File: src/rtl/rom_arb_pkg.sv
// Shared types and defaults for the two-port block-ROM arbiter.
package rom_arb_pkg;

    localparam int unsigned AW_DEF = 10;
    localparam int unsigned DW_DEF = 16;
    localparam int unsigned LW_DEF = 4;

    typedef enum logic [1:0] {
        StIdle,
        StIssue,
        StDrain
    } arb_state_e;

    typedef struct packed {
        logic vld;
        logic last;
        logic owner;
    } pipe_ent_t;

endpackage

File: src/rtl/rom_rd_pipe.sv
// Two-stage tracker shadowing the ROM read latency: stage 1 drives the output-register
// enable, stage 2 steers valid/last to the requester that owns the returning word.
module rom_rd_pipe
    import rom_arb_pkg::*;
(
    input  logic       clk_i,
    input  logic       rst_i,
    input  pipe_ent_t  ent_i,
    output logic       regce_o,
    output logic [1:0] vld_o,
    output logic [1:0] last_o
);

    pipe_ent_t s1_q, s2_q;

    always_ff @(posedge clk_i) begin
        if (rst_i) begin
            s1_q <= '0;
            s2_q <= '0;
        end else begin
            s1_q <= ent_i;
            s2_q <= s1_q;
        end
    end

    always_comb begin
        regce_o = s1_q.vld;
        vld_o   = '0;
        last_o  = '0;
        vld_o[s2_q.owner]  = s2_q.vld;
        last_o[s2_q.owner] = s2_q.vld & s2_q.last;
    end

endmodule

File: src/rtl/rom_port_arbiter.sv
// Round-robin burst arbiter sharing one registered-output block ROM between the DNA checker
// (requester 0) and the key/patch fetcher (requester 1).
module rom_port_arbiter
    import rom_arb_pkg::*;
#(
    parameter int unsigned AW = AW_DEF,
    parameter int unsigned DW = DW_DEF,
    parameter int unsigned LW = LW_DEF
) (
    input  logic          clk4,
    input  logic          reset,
    input  logic          r0_req,
    input  logic [AW-1:0] r0_addr,
    input  logic [LW-1:0] r0_len,
    output logic          r0_gnt,
    output logic          r0_vld,
    output logic          r0_last,
    output logic [DW-1:0] r0_data,
    input  logic          r1_req,
    input  logic [AW-1:0] r1_addr,
    input  logic [LW-1:0] r1_len,
    output logic          r1_gnt,
    output logic          r1_vld,
    output logic          r1_last,
    output logic [DW-1:0] r1_data,
    output logic          rom_ena,
    output logic          rom_regce,
    output logic [AW-1:0] rom_addr,
    input  logic [DW-1:0] rom_data,
    output logic          busy
);

    arb_state_e    state_q, state_d;
    logic          drn_q, drn_d;
    logic          last_q, last_d;   // requester served most recently
    logic          own_q, own_d;
    logic [AW-1:0] cur_q, cur_d;
    logic [LW-1:0] cnt_q, cnt_d;
    logic [1:0]    gnt_q, gnt_d;
    logic          win;
    logic          start;
    pipe_ent_t     ent;
    logic [1:0]    vld, last;

    always_ff @(posedge clk4) begin
        if (reset) begin
            state_q <= StIdle;
            drn_q   <= 1'b0;
        end else begin
            state_q <= state_d;
            drn_q   <= drn_d;
        end
    end

    always_comb begin
        state_d = state_q;
        drn_d   = (state_q == StDrain) & ~drn_q;
        unique case (state_q)
            StIdle:  if (r0_req | r1_req) state_d = StIssue;
            StIssue: if (cnt_q == '0) state_d = StDrain;
            StDrain: if (drn_q) state_d = StIdle;
            default: state_d = StIdle;
        endcase
    end

    // Reset leaves last_q at 1 so requester 0 wins the first contended round.
    assign win   = (r0_req & r1_req) ? ~last_q : r1_req;
    assign start = (state_q == StIdle) & (r0_req | r1_req);

    always_comb begin
        cur_d  = cur_q;
        cnt_d  = cnt_q;
        own_d  = own_q;
        last_d = last_q;
        gnt_d  = '0;
        if (start) begin
            own_d      = win;
            last_d     = win;
            gnt_d[win] = 1'b1;
            cur_d      = win ? r1_addr : r0_addr;
            cnt_d      = win ? r1_len : r0_len;
        end else if (state_q == StIssue) begin
            cur_d = cur_q + AW'(1);
            cnt_d = cnt_q - LW'(1);
        end
    end

    always_ff @(posedge clk4) begin
        if (reset) begin
            cur_q  <= '0;
            cnt_q  <= '0;
            own_q  <= 1'b0;
            last_q <= 1'b1;
            gnt_q  <= '0;
        end else begin
            cur_q  <= cur_d;
            cnt_q  <= cnt_d;
            own_q  <= own_d;
            last_q <= last_d;
            gnt_q  <= gnt_d;
        end
    end

    always_comb begin
        rom_ena   = (state_q == StIssue);
        rom_addr  = cur_q;
        busy      = (state_q != StIdle);
        ent.vld   = rom_ena;
        ent.last  = (cnt_q == '0);
        ent.owner = own_q;
        r0_gnt    = gnt_q[0];
        r1_gnt    = gnt_q[1];
        r0_vld    = vld[0];
        r1_vld    = vld[1];
        r0_last   = last[0];
        r1_last   = last[1];
        r0_data   = vld[0] ? rom_data : '0;
        r1_data   = vld[1] ? rom_data : '0;
    end

    rom_rd_pipe u_rd_pipe (
        .clk_i   (clk4),
        .rst_i   (reset),
        .ent_i   (ent),
        .regce_o (rom_regce),
        .vld_o   (vld),
        .last_o  (last)
    );

endmodule

File: config.mk
export PLATFORM = sky130hd
export DESIGN_NAME = rom_port_arbiter
export DESIGN_NICKNAME = d
export VERILOG_FILES = /design/src/rtl/rom_arb_pkg.sv /design/src/rtl/rom_rd_pipe.sv /design/src/rtl/rom_port_arbiter.sv
export SDC_FILE = /design/constraint.sdc
export NUM_CORES = 1
export LEC_CHECK = 0
export ABC_CLOCK_PERIOD_IN_PS = 1880
export BUFFER_PORTS_ARGS = -buffer_cell sky130_fd_sc_hd__buf_2
export CORE_MARGIN = 1
export CORE_UTILIZATION = 39
export DETAILED_ROUTE_END_ITERATION = 8
export PLACE_DENSITY = 0.73
export REMOVE_ABC_BUFFERS = 1
export SLEW_MARGIN = 5
export SYNTH_ARGS = -nofsm -noshare
export SYNTH_HDL_FRONTEND = slang
export SYNTH_SLANG_ARGS = --single-unit
File: constraint.sdc
create_clock -name clk4 -period 1.88 [get_ports clk4]
set_input_delay 0.094 -clock clk4 [delete_from_list [all_inputs] [get_ports clk4]]
set_output_delay 0.094 -clock clk4 [all_outputs]
set_load 0.005 [all_outputs]
==> run metrics <==
status=finished, final reports clean; register-to-register setup slack=0.35 ns; largest cells by area after synthesis=dfxtp_1, a211oi_1, and2_1; Final min period=1.53 ns; Yosys Warn Count=0; post-route insts no fill=334; grt ovf=0; Max stage delay on crit path=0.45 ns; Initial Util=40.7%; die width=66.8 um; worst min-delay path class=in -> reg; met1 usage=20.4%; pwr dens=774 nW/um^2; Worst EP required=2.05 ns; Placed Area=2170 sq um; DRT iter0 DRCs=29; final WL=4.10 mm; cell taking the most area after synthesis=dfxtp_1; vias in the first global route=1396; Total GRT Usage=17.8%; fin crit share=81.1%; xor/xnor share of the synthesized area=4.27%; most frequent cells in the layout=buf_2, dfxtp_1, and2_1, and3_1, nor2_1; Top Usage Layer GRT=met2; P&R area growth vs syn=35.0%; family with the most delay on the worst path=compound AO/OA/AOI/OAI gates; crit-path cells=ha_1, nand3_1, o21ai_0, a21oi_1, a2111oi_2; die area=4470 sq um; worst vdd ir=461 uV; CP Launch Type=flip-flop; Port Buffers=98; Post-Synth Simple-Gate Area=31.6%; Crit. End Element=flip-flop; vias=1707; initial antenna violation count=0; cts hold-fix bufs=0; commonest non-fill, non-tap cell in the layout=buf_2; Layout Nets=335; Max Slew Vio Count=0; postcts setup bufs=0; post_cts resized=0; final antenna diode count=0; fin area=2210 sq um; multiplexer area fraction after synthesis=4.35%; max_slew headroom=52.0%; Worst Skew=0.00506 ns; GRT met3 Usage=2.74%; Setup CP Type=reg -> reg; leak pwr=0.00116 uW; RSZ-0062 raised after global routing=false; Final setup violation count=0; Syn Std Cell Area=1640 sq um; Max Cap Viol=0; Final Hold Fails=0; Worst-Margin Slew=0.720 ns; CTS tree=yes; share of layout cells above drive strength 1=42.3%; DPL Wire Length=3.16 mm; first-pass GRT wire length=6.10 mm; Root Buffer=clkbuf_8; utilization after layout=54.9%; Sink Count=27; H-tree levels=1; Core ar.=4030 sq um; Top Ports=99; Avg Cell Area, Syn=8.86 sq um; achievable frequency=0.656 GHz; largest net degree at the start of global routing=27; grt met2 use=33.8%; sequential area share after synthesis=33.0%; CP arrival=1.70 ns; area share of fa/ha/maj cells after synthesis=1.53%; CTS buffer count=3; Reg clk slew, reported paths=0.09 ns; placed cells=330; Longest Clk Path Bufs=2; DR pass1 iterations=4; slowest CP cell=dfxtp_1; largest family of logic cells by synthesized area=simple AND/OR/NAND/NOR gates; WL/cell=12.3 um; Synth Area in Compound Gates=18.5%; register bit total from synthesis=27; die height=66.8 um; Placement Setup Slack=0.391 ns; DRC viols=0; crit-path max FO=6; worst skew pair latency=0.27 ns; PnR worst setup slack=0.355 ns; Buf/Inv on CP=0; vias per cell=5.11; Synth top area share=33.0%; TNS Setup=0 ns; site row count=23; antenna-violating nets left=0; Mapped Cells=185; GPL Wtd Cong=0.787; Distinct cells, synth=43
synth_stat cells (all sizes together):
library cell / number
clkinv: 1
nor2: 17
nor3: 3
nand3b: 2
and2b: 4
xnor2: 5
ha: 2
nor3b: 2
o21ai: 3
a21oi: 4
clkbuf: 6
inv: 3
xor2: 3
nand4: 4
nand2: 4
nor2b: 10
a32oi: 1
a21o: 2
a21boi: 1
nand3: 3
buf: 6
a211oi: 18
mux2i: 6
a31oi: 1
o31ai: 2
nor4: 1
nand2b: 1
a311oi: 1
dfxtp: 27
and3: 18
a2111oi: 2
mux2: 1
a221o: 1
o221ai: 1
and2: 18
nor4b: 1
stage by stage:
step / hold slack [ns] / power (uW)
global route: 0.170 / 1830
CTS: 0.158 / 1720
finish: 0.156 / 1710
global placement: 0.411 / 1390
floorplan: 0.159 / 1140
detailed placement: 0.402 / 1400
routing by layer:
metal  part of all wire, %  routed length, um
met3                   8.0                327
met5                     0                  0
met2                    50               2060
met4                  0.19                  8
met1                    42               1710
final timing paths:
check                   start           to  depth (start not counted)
setup reg to reg  rom_addr[0]  rom_addr[8]                          5
hold / removal      r0_len[0]     cnt_q[0]                          3
setup / recovery  rom_addr[0]  rom_addr[8]                          5
hold reg to reg         drn_q        drn_q                          1
logic make-up after synthesis:
family                   count (synthesis)
AND/OR/NAND/NOR                         88
AO/OA/AOI/OAI                           37
flip-flops                              27
buffers and inverters                   16
XOR/XNOR                                 8
multiplexers                             7
adder cells (fa/ha/maj)                  2
layout make-up:
type / instances / area, sq um
sequential: 27 / 541
clock buffer: 4 / 45.0
fill: 381 / 1820
tap: 50 / 62.6
multi-input combinational: 142 / 987
inverter: 4 / 20.0
timing repair buffer: 107 / 558
power breakdown:
part | switching (uW) | total (uW) | leakage (uW) | internal [uW]
combinational | 323 | 617 | 0.000918 | 294
sequential | 107 | 775 | 0.000223 | 669
clock | 170 | 322 | 0.0000228 | 152
total | 600 | 1710 | 0.00116 | 1110
registers in the layout, summed over array words and instances, names as in the netlist:
register           count
state_q                2
rom_addr              10
last_q                 1
u_rd_pipe.s2_q         3
cnt_q                  4
u_rd_pipe.regce_o      1
own_q                  1
gnt_q                  2
u_rd_pipe.s1_q         2
drn_q                  1
tightest hold or removal path, cell delays in order:
cell	delay, ns
buf_2	0.09
mux2i_1	0.11
a211oi_1	0.08
Power figures use the tool's default switching activity.
